**config.mk**
```make
export PLATFORM = sky130hd
export DESIGN_NAME = imm_ext_arbiter
export DESIGN_NICKNAME = d
export VERILOG_FILES = /design/src/rtl/imm_ext_arbiter.sv
export SDC_FILE = /design/constraint.sdc
export NUM_CORES = 1
export LEC_CHECK = 0
export BUFFER_PORTS_ARGS = -buffer_cell sky130_fd_sc_hd__clkbuf_2
export CAP_MARGIN = 20
export CORE_MARGIN = 2
export CORE_UTILIZATION = 38
export DETAILED_ROUTE_END_ITERATION = 12
export PLACE_DENSITY = 0.73
export SLEW_MARGIN = 20
export SYNTH_ARGS = -nofsm -noshare
export SYNTH_HDL_FRONTEND = slang
export SYNTH_SLANG_ARGS = --single-unit
```
**constraint.sdc**
```tcl
create_clock -name clk -period 2.4 [get_ports clk]
set_input_delay 0.24 -clock clk [delete_from_list [all_inputs] [get_ports clk]]
set_output_delay 0.24 -clock clk [all_outputs]
set_load 0.005 [all_outputs]
```
**src/rtl/imm_ext_arbiter.sv**
```systemverilog
// Round-robin arbiter feeding one shared 15->32 bit immediate extender with a registered valid/ready output.
// Optional macro IMM_EXT_ARBITER_LUI_EN enables upper placement for mode 11 (otherwise mode 11 zero-extends).
module imm_ext_arbiter #(
  parameter int IMM_W  = 15,
  parameter int DATA_W = 32
) (
  input  logic              clk,
  input  logic              rst_n,
  input  logic              req0_valid,
  output logic              req0_ready,
  input  logic [IMM_W-1:0]  req0_imm,
  input  logic [1:0]        req0_mode,
  input  logic              req1_valid,
  output logic              req1_ready,
  input  logic [IMM_W-1:0]  req1_imm,
  input  logic [1:0]        req1_mode,
  output logic              out_valid,
  input  logic              out_ready,
  output logic [DATA_W-1:0] out_data,
  output logic              out_src
);

  typedef enum logic {EMPTY, FULL} state_t;

  state_t             state_q, state_d;
  logic               rr_q;
  logic [DATA_W-1:0]  data_q;
  logic               src_q;

  logic               can_accept;
  logic               grant0, grant1;
  logic               accept;
  logic [IMM_W-1:0]   sel_imm;
  logic [1:0]         sel_mode;
  logic [DATA_W-1:0]  zext, sext, ext;

  // rr_q names the requester that wins when both are valid
  assign grant0 = req0_valid & (~req1_valid | ~rr_q);
  assign grant1 = req1_valid & (~req0_valid |  rr_q);

  assign can_accept = (state_q == EMPTY) | out_ready;
  assign accept     = can_accept & (req0_valid | req1_valid) & rst_n;
  assign req0_ready = can_accept & grant0 & rst_n;
  assign req1_ready = can_accept & grant1 & rst_n;

  assign sel_imm  = grant1 ? req1_imm  : req0_imm;
  assign sel_mode = grant1 ? req1_mode : req0_mode;
  assign zext     = {{(DATA_W-IMM_W){1'b0}}, sel_imm};
  assign sext     = {{(DATA_W-IMM_W){sel_imm[IMM_W-1]}}, sel_imm};

  always_comb begin
    ext = zext;
    case (sel_mode)
      2'b00: ext = zext;
      2'b01: ext = sext;
      2'b10: ext = {sext[DATA_W-3:0], 2'b00};
`ifdef IMM_EXT_ARBITER_LUI_EN
      2'b11: ext = {sel_imm, {(DATA_W-IMM_W){1'b0}}};
`else
      2'b11: ext = zext;
`endif
      default: ext = zext;
    endcase
  end

  always_comb begin
    state_d = state_q;
    case (state_q)
      EMPTY: if (accept) state_d = FULL;
      FULL:  if (out_ready && !accept) state_d = EMPTY;
      default: state_d = EMPTY;
    endcase
  end

  always_ff @(posedge clk) begin
    if (!rst_n) begin
      state_q <= EMPTY;
      rr_q    <= 1'b0;
      data_q  <= '0;
      src_q   <= 1'b0;
    end else begin
      state_q <= state_d;
      if (accept) begin
        data_q <= ext;
        src_q  <= grant1;
        rr_q   <= ~grant1;
      end
    end
  end

  assign out_valid = (state_q == FULL);
  assign out_data  = data_q;
  assign out_src   = src_q;

endmodule

```
==> results of run 1 <==
[through the flow]
stage | total power (µW) | setup WS (ps)
after global placement | 601 | 97.0
final | 794 | 201
after CTS | 802 | 75.3
after detailed placement | 602 | 63.5
after floorplan | 530 | 74.5
after global routing | 851 | 51.5
[report_power, final]
part           switching [µW]  internal [µW]  total [µW]
logic                     102            107         210
registers                21.6            365         387
clock network             105           92.6         197
total                     229            565         794
[logic make-up (layout without fill, tap and decap cells)]
logic type	after synthesis	count (layout)	share of synthesized area (%)
AOI/OAI and AO/OA	28	28	18.1
adders and majority gates	2	2	2.16
buffers and inverters	26	84	16.1
DFF	20	20	34.5
muxes	15	15	13.1
and+or+nand+nor	35	35	16.1
[final cells by class]
class | count | area share (%)
timing repair buffer | 76 | 26.4
inverter | 4 | 1.03
clock buffer | 4 | 2.49
multi-input combinational | 80 | 39.8
tap | 33 | 2.83
sequential | 20 | 27.4
[timing repair]
action / 4_1_cts / 5_1_grt
hold buffers: 0 / 0
hold endpoints to repair: 0 / 0
setup endpoints to repair: 0 / 14
gates resized for setup: 0 / 2
[metal layers]
layer  vias up  GRT usage [%]  share of wire [%]
li1        563              -                  -
met1       495           19.0                 46
met4         0           5.19                1.1
met2        51           25.7                 46
met5         -              0                  0
met3         4           4.37                7.4
[cell usage in the layout (no fill, tap or decap), drive strengths merged, types with 3 or more instances in the layout]
cell type | synthesis | layout
nand2 | 17 | 17
clkbuf | 1 | 78
nand3 | 5 | 5
mux2i | 14 | 14
dfxtp | 20 | 20
inv | 4 | 4
and2 | 4 | 4
a21oi | 6 | 6
nor2 | 3 | 3
o221ai | 14 | 14
[state kept, by name, summed over array words and instances (netlist names)]
| register | cells |
|---|---|
| out_data | 17 |
| out_src | 1 |
| out_valid | 1 |
| rr_q | 1 |
[worst max-delay path by stage]
stage	to	slack, ps	cells past startpoint
CTS	out_data[3]$_SDFFE_PN0P_	80	7
global placement	out_data[3]$_SDFFE_PN0P_	100	8
floorplan	out_data[10]$_SDFFE_PN0P_	70	9
detailed placement	out_data[3]$_SDFFE_PN0P_	60	8
global route	out_data[5]$_SDFFE_PN0P_	50	7
finish	out_data[7]$_SDFFE_PN0P_	200	7
==> summary.txt, run 1 <==
Floorplan
  – Core Rows: 20
  – Core ar.: 2980 µm²
  – I/O pins: 75
  – Die W: 59.2 µm
  – Die area: 3510 µm²
  – Initial Util: 38.9%
  – Die H: 59.2 µm

Critical path
  – Crit path arrival time: 2380 ps
  – Critical R2R Launch: rr_q$_SDFFE_PN0P_
  – Critical path class: reg2reg
  – Bufs and invs on worst path: 1
  – Crit path from: rr_q$_SDFFE_PN0P_
  – Critical Path Source Type: register
  – Worst Path Max Fanout: 13
  – Critical Path RT: 2580 ps
  – Critical Path Sink Type: register
  – Worst path cell trace: or2b_1, nand2_2, mux2_2, ha_1, o2111ai_2, buf_4, o221ai_1
  – Slowest CP cell: mux2_2
  – FF-to-FF End: out_data[7]$_SDFFE_PN0P_
  – CP delay by family, top: simple AND/OR/NAND/NOR gates
  – Reg2Reg Depth: 7
  – Worst R2R Setup Slack: 200 ps
  – Max incr delay on CP: 370 ps

Synth
  – Ranking of synthesized cells by area: dfxtp_1, mux2i_1, o221ai_1
  – Commonest cells post-synth: dfxtp_1, buf_4, nand2_1, mux2i_1, o221ai_1
  – Count of state elements after synthesis: 20
  – Number of synthesized flops with an enable pin: 0
  – Sequential area share after synthesis: 34.5%
  – Mapped Cells: 126
  – Synthesized Nets: 167
  – Post-Syn Area: 1160 µm²
  – Synth cell types: 31
  – Cell taking the most area after synthesis: dfxtp_1
  – Syn_area_per_cell: 9.21 µm²
  – Main synth FF type: dfxtp_1
  – Share of the synthesized area in the top cell type: 34.5%
  – Most frequent cell after synthesis: dfxtp_1
  – Syn. warnings: 0
  – Post-synth ARST share: 0%

Global routing
  – GR Overflow Total: 0
  – Initial antenna violation count: 0
  – Largest net degree at the start of global routing: 18
  – First-pass GRT wire length: 4160 µm
  – Vias in the first global route: 960
  – All-Layer GR Usage: 15.4%

Hold path
  – Hold Startpoint: rst_n
  – Worst Hold Class: in2reg
  – End of the worst hold path: out_data[0]$_SDFFE_PN0P_
  – Worst hold path stage count: 2

CTS
  – Setup bufs post-CTS: 0
  – H-tree Lvls: 1
  – Worst-Skew Late Latency: 300 ps
  – Clk slew on worst S/H paths: 110 ps
  – CTS Buf Count: 3
  – Max clock buf depth: 2
  – Clock root buffer: clkbuf_4
  – CTS tree: built
  – CTS sink cnt: 20

Layout
  – Post-route cell area: 1460 µm²
  – Fraction of layout cells with a size suffix above 1: 47.8%
  – N_diodes: 0
  – Post-layout util: 49.0%
  – FF/Latch Area: 400 µm²
  – Final non-filler cell total: 217
  – FILL cells: 299
  – Layout area overhead: 25.9%
  – Multi-input gate area: 582 µm²
  – Nets: 226

STA
  – Clock Skews: 3.95 ps
  – Final Max Slew Viols: 0
  – Max-slew headroom: 32.7%
  – Final setup viols: 0
  – Min cycle time layout: 2200 ps
  – Setup TNS: 0 ps
  – FMAX: 0.455 GHz
  – Worst hold slack: 257 ps
  – Unrepaired setup endpoints after global routing: no
  – Worst slew pin tran: 1010 ps
  – Final hold vios: 0
  – Period Utilization, post-route: 91.6%

Detailed routing
  – DR DRC count: 0
  – Initial DRC count: 32
  – Drt wl/cell: 11.9 µm
  – Vias per inst: 5.13
  – Via count: 1,113
  – First-pass iteration count of the detailed router: 4
  – Final wirelength: 2590 µm
  – Antenna viol nets, final: 0

Placement
  – Hpwl dp: 2080 µm
  – Port bufs: 74
  – Gpl congestion: 0.798
  – Placed inst area: 1420 µm²
  – Inst Count DP: 213

Power
  – Pwr/cell area: 544 nW/µm²
  – Peak VDD IR: 0.448 mV
  – LEAKAGE: 0.000778 µW

Job
  – Max cap viols: 0

Outcome
  – Outcome: complete, no violations
(Power assumes the default switching activity.)
==> inputs of run 2 (changes only) <==
--- a/config.mk
+++ b/config.mk
@@ -7,5 +7,5 @@
 export LEC_CHECK = 0
 export BUFFER_PORTS_ARGS = -buffer_cell sky130_fd_sc_hd__clkbuf_2
-export CAP_MARGIN = 20
+export CAP_MARGIN = 10
 export CORE_MARGIN = 2
 export CORE_UTILIZATION = 38
==> constraint.sdc (replaced) <==
create_clock -name clk -period 2.4 [get_ports clk]
set_input_delay 0.12 -clock clk [delete_from_list [all_inputs] [get_ports clk]]
set_output_delay 0.12 -clock clk [all_outputs]
set_load 0.005 [all_outputs]
==> summary.txt, run 2 (synthesis gave the netlist of run 1 again) <==
Layout
  – Final non-filler cell total: 218 (+0.46%)
  – Fraction of layout cells with a size suffix above 1: 48.1% (+0.28 points)
  – Post-route cell area: 1480 µm² (+1.6%)
  – Commonest non-fill, non-tap cell in the layout: clkbuf_2
  – Nets: 227 (+0.44%)
  – Post-layout util: 49.8% (+0.80 points)
  – Layout area overhead: 27.9%
  – Max FFs per register: 17 (unchanged)
  – N_diodes: 0 (unchanged)
  – Commonest non-fill, non-tap cells in the layout: clkbuf_2, dfxtp_1, nand2_1, mux2i_1, o221ai_1

Floorplan
  – Core ar.: 2980 µm² (unchanged)
  – I/O pins: 75 (unchanged)
  – Die H: 59.2 µm (unchanged)
  – Core Rows: 20 (unchanged)
  – Initial Util: 38.9% (unchanged)
  – Die area: 3510 µm² (unchanged)
  – Die W: 59.2 µm (unchanged)

CTS
  – CTS Buf Count: 3 (unchanged)
  – Setup bufs post-CTS: 0 (unchanged)
  – CTS sink cnt: 20 (unchanged)
  – Max clock buf depth: 2 (unchanged)
  – Worst-Skew Late Latency: 300 ps (about the same)
  – CTS tree: built
  – H-tree Lvls: 1 (unchanged)
  – Clk slew on worst S/H paths: 120 ps (about the same)
  – Clock root buffer: clkbuf_4

STA
  – Clock Skews: 0.761 ps (-3.19 ps)
  – Final hold vios: 0 (unchanged)
  – FMAX: 0.450 GHz (-1.2%)
  – Final setup viols: 0 (unchanged)
  – Worst slew pin tran: 1020 ps (+13.8 ps)
  – Unrepaired setup endpoints after global routing: no
  – Setup TNS: 0 ps (unchanged)
  – Max-slew headroom: 31.8% (-0.92 points)
  – Period Utilization, post-route: 92.7% (+1.1 points)
  – Final Max Slew Viols: 0 (unchanged)
  – Worst hold slack: 131 ps (-126 ps)
  – Min cycle time layout: 2220 ps (+26.0 ps)

Detailed routing
  – DR DRC count: 0 (unchanged)
  – Drt wl/cell: 12.6 µm (+6.1%)
  – Initial DRC count: 23 (-28%)
  – Vias per inst: 5.24 (+2.1%)
  – Via count: 1,142 (+2.6%)
  – First-pass iteration count of the detailed router: 4 (unchanged)
  – Antenna viol nets, final: 0 (unchanged)
  – Final wirelength: 2760 µm (+6.6%)

Job
  – Max cap viols: 0 (unchanged)

Critical path
  – Crit path arrival time: 2450 ps (+70 ps)
  – Worst Path Max Fanout: 14 (+1)
  – Critical path class: reg2reg
  – Worst R2R Setup Slack: 180 ps (-30 ps)
  – Critical Path Source Type: register
  – Critical Path Sink Type: register
  – Critical Path RT: 2620 ps (+40 ps)

Placement
  – Port bufs: 74 (unchanged)
  – Placed inst area: 1420 µm² (+0.53%)
  – Gpl congestion: 0.816 (+2.3%)
  – Hpwl dp: 2170 µm (+4.3%)
  – Inst Count DP: 214 (+0.47%)

Power
  – Logic pwr share: 24.3% (-2.1 points)
  – P_int: 643 µW (+14%)
  – Pwr/cell area: 595 nW/µm² (+9.5%)
  – Net Sw Power: 240 µW (+4.9%)
  – Clock Power Share: 31.9% (+7.0 points)
  – Peak VDD IR: 0.306 mV (-32%)
  – Sw Share: 27.2% (-1.7 points)
  – LEAKAGE: 0.000789 µW (+1.5%)
  – Sequential Power Share: 43.8% (-4.9 points)

Hold path
  – Worst Hold Class: in2reg

Global routing
  – Initial antenna violation count: 0 (unchanged)
  – All-Layer GR Usage: 16.8% (+1.4 points)
  – First-pass GRT wire length: 4480 µm (+7.6%)
  – Vias in the first global route: 1,006 (+4.8%)
  – Largest net degree at the start of global routing: 18 (unchanged)
  – GR Overflow Total: 0 (unchanged)

Outcome
  – Outcome: complete, no violations
run 2: layout make-up:
cell class	instances	area, µm²
fill	296	1490
clock buffer	3	22.5
inverter	4	15.0
clock inverter	1	30.0
timing repair buffer	77	393
tap	33	41.3
sequential	20	400
multi-input combinational	80	582
run 2: through the flow:
step | setup WS, ps | power (µW)
global route | 38.3 | 933
global placement | 143 | 604
CTS | 32.0 | 883
finish | 175 | 883
floorplan | 74.5 | 530
detailed placement | 76.1 | 606
run 2: critical path: stages, from the launching register on:
cell and delay [ps]:
dfxtp_1 370, or2b_1 290, nand2_2 170, mux2i_1 260, inv_1 70, ha_1 250, or3b_4 500, o221ai_1 250
run 2: timing repair:
action,4_1_cts,5_1_grt
gates resized for setup,0,2
hold buffers,0,0
hold endpoints to repair,0,0
setup endpoints to repair,0,14
run 2: worst paths after layout:
kind | endpoint | cells after the start | startpoint
worst min-delay path | out_data[1]$_SDFFE_PN0P_ | 2 | rst_n
worst min register to register | out_src$_SDFFE_PN0P_ | 2 | out_src$_SDFFE_PN0P_
worst max register to register | out_data[3]$_SDFFE_PN0P_ | 7 | rr_q$_SDFFE_PN0P_
worst max-delay path | out_data[3]$_SDFFE_PN0P_ | 7 | rr_q$_SDFFE_PN0P_
run 2: routing by layer:
layer / vias up / track usage, % / share of wire (%)
li1: 562 / - / -
met1: 522 / 22.2 / 44
met2: 52 / 25.4 / 47
met3: 6 / 4.37 / 7.4
met4: 0 / 8.12 / 1.7
met5: - / 0 / 0
run 2: power by group through the flow:
stage | Clock, µW | Sequential [µW] | Combinational (µW)
detailed placement | 0 | 394 | 212
global route | 299 | 393 | 241
global placement | 0 | 393 | 210
CTS | 283 | 387 | 213
finish | 282 | 386 | 215
floorplan | 0 | 396 | 135
==> inputs of run 3 (changes only) <==
CAP_MARGIN = 20   (was 10)
clock period = 2 ns   (was 2.4 ns; I/O delays follow)
==> summary.txt, run 3 (synthesis gave the netlist of run 1 again) <==
Detailed routing
  – Final wirelength: 2860 µm (+3.7%)
  – Via count: 1,167 (+2.2%)
  – DR DRC count: 0 (unchanged)
  – First-pass iteration count of the detailed router: 4 (unchanged)
  – Initial DRC count: 24 (+4.3%)
  – Drt wl/cell: 12.5 µm (-0.85%)
  – Vias per inst: 5.12 (-2.3%)
  – Antenna viol nets, final: 0 (unchanged)

STA
  – Final Max Slew Viols: 0 (unchanged)
  – Clock Skews: 2.65 ps (+1.89 ps)
  – Final setup viols: 0 (unchanged)
  – Final hold vios: 0 (unchanged)
  – Max-slew headroom: 71.2% (+39 points)
  – Unrepaired setup endpoints after global routing: yes
  – Worst slew pin tran: 431 ps (-592 ps)
  – Min cycle time layout: 1970 ps (-253 ps)
  – FMAX: 0.507 GHz (+13%)
  – Setup TNS: 0 ps (unchanged)
  – Period Utilization, post-route: 98.6% (+5.9 points)

Global routing
  – Initial antenna violation count: 0 (unchanged)
  – Vias in the first global route: 973 (-3.3%)
  – GR Overflow Total: 0 (unchanged)
  – First-pass GRT wire length: 4240 µm (-5.2%)
  – Largest net degree at the start of global routing: 18 (unchanged)
  – All-Layer GR Usage: 15.9% (-0.94 points)

CTS
  – H-tree Lvls: 1 (unchanged)
  – CTS sink cnt: 20 (unchanged)
  – Clock root buffer: clkbuf_4
  – Clk slew on worst S/H paths: 110 ps (about the same)
  – Worst-Skew Late Latency: 290 ps (about the same)
  – CTS tree: built
  – Max clock buf depth: 2 (unchanged)
  – CTS Buf Count: 3 (unchanged)

Power
  – P_int: 678 µW (+5.4%)
  – Pwr/cell area: 591 nW/µm² (-0.71%)
  – Sequential Power Share: 47.8% (+4.0 points)
  – Sw Share: 30.0% (+2.9 points)
  – Logic pwr share: 32.9% (+8.6 points)
  – LEAKAGE: 0.000843 µW (+6.8%)
  – Clock Power Share: 19.3% (-13 points)
  – Peak VDD IR: 0.427 mV (+40%)
  – Net Sw Power: 291 µW (+21%)

Floorplan
  – Die area: 3510 µm² (unchanged)
  – Core ar.: 2980 µm² (unchanged)
  – I/O pins: 75 (unchanged)
  – Die W: 59.2 µm (unchanged)
  – Initial Util: 38.9% (unchanged)
  – Core Rows: 20 (unchanged)
  – Die H: 59.2 µm (unchanged)

Placement
  – Gpl congestion: 0.799 (-2.0%)
  – Port bufs: 74 (unchanged)
  – Hpwl dp: 2250 µm (+3.7%)
  – Placed inst area: 1500 µm² (+5.6%)

Critical path
  – Crit path arrival time: 2190 ps (-260 ps)
  – Critical Path Source Type: register
  – Worst Path Max Fanout: 7 (-7)
  – Critical Path RT: 2220 ps (-400 ps)
  – Critical Path Sink Type: register
  – Critical path class: reg2reg

Layout
  – Layout area overhead: 41.3%
  – Max FFs per register: 17 (unchanged)
  – N_diodes: 0 (unchanged)
  – Fraction of layout cells with a size suffix above 1: 55.9% (+7.8 points)
  – Post-route cell area: 1640 µm² (+10%)
  – Commonest non-fill, non-tap cell in the layout: clkbuf_2
  – Commonest non-fill, non-tap cells in the layout: clkbuf_2, dfxtp_1, nand2_1, mux2i_1
  – Nets: 238 (+4.8%)

Outcome
  – Outcome: complete, no violations

Job
  – Max cap viols: 0 (unchanged)

Hold path
  – Worst Hold Class: in2reg
run 3: cell types whose count changed in the layout (fill, tap and decap cells not counted), moves of 2 or more:
cell      delta
ha_1         -2
buf_4        +7
buf_6        +4
ha_4         +2
o221ai_2     +4
o221ai_1     -4
run 3: final timing paths:
| check | cells past startpoint | to | slack, ps | start |
|---|---|---|---|---|
| setup reg to reg | 8 | out_data[6]$_SDFFE_PN0P_ | 30 | rr_q$_SDFFE_PN0P_ |
| hold reg to reg | 2 | out_data[2]$_SDFFE_PN0P_ | 480 | out_data[2]$_SDFFE_PN0P_ |
| setup / recovery | 8 | out_data[6]$_SDFFE_PN0P_ | 30 | rr_q$_SDFFE_PN0P_ |
| hold / removal | 3 | out_data[8]$_SDFFE_PN0P_ | 150 | req1_imm[6] |
run 3: metrics by stage:
stage	std cells	utilization [%]	setup WS, ps	total power, µW	hold slack [ps]
2_1_floorplan	126	-	-145	651	218
3_3_place_gp	221	50.5	36.9	747	444
3_5_place_dp	221	50.5	-15.1	751	447
4_1_cts	226	52.2	-8.52	948	137
5_1_grt	228	55.0	-40.4	1020	158
6_report	228	55.0	28.2	969	146
run 3: layout make-up:
type | count | area [µm²]
inverters | 4 | 15.0
fillers | 280 | 1340
flip-flops and latches | 20 | 402
well taps | 33 | 41.3
repair buffers | 88 | 490
multi-input cells | 80 | 668
clock buffers | 3 | 22.5
run 3: routing by layer:
layer | routed length [µm] | track usage, % | up-vias
li1 | - | - | 584
met3 | 225 | 4.80 | 2
met5 | 0 | 0 | -
met4 | 19 | 3.90 | 0
met2 | 1330 | 24.8 | 58
met1 | 1280 | 21.4 | 523
run 3: power by group through the flow:
stage	Sequential (µW)	Clock, µW	Combinational [µW]
floorplan	475	0	176
global route	470	205	349
detailed placement	473	0	278
finish	463	187	319
CTS	464	196	288
global placement	471	0	276
run 3: repair_timing:
action | in CTS | in global routing
pin swaps | 2 | 4
buffers inserted | 1 | 2
hold endpoints to repair | 0 | 0
cloned | 1 | 0
resized for setup | 5 | 12
hold buffers | 0 | 0
endpoints found under the setup margin | 14 | 16
run 3: critical path, stage by stage (launching register included):
cell and delay [ps]:
dfxtp_2 330, or2b_1 260, nand2_4 110, mux2i_4 250, buf_6 130, ha_4 120, or3b_4 370, buf_6 140
o221ai_1 170
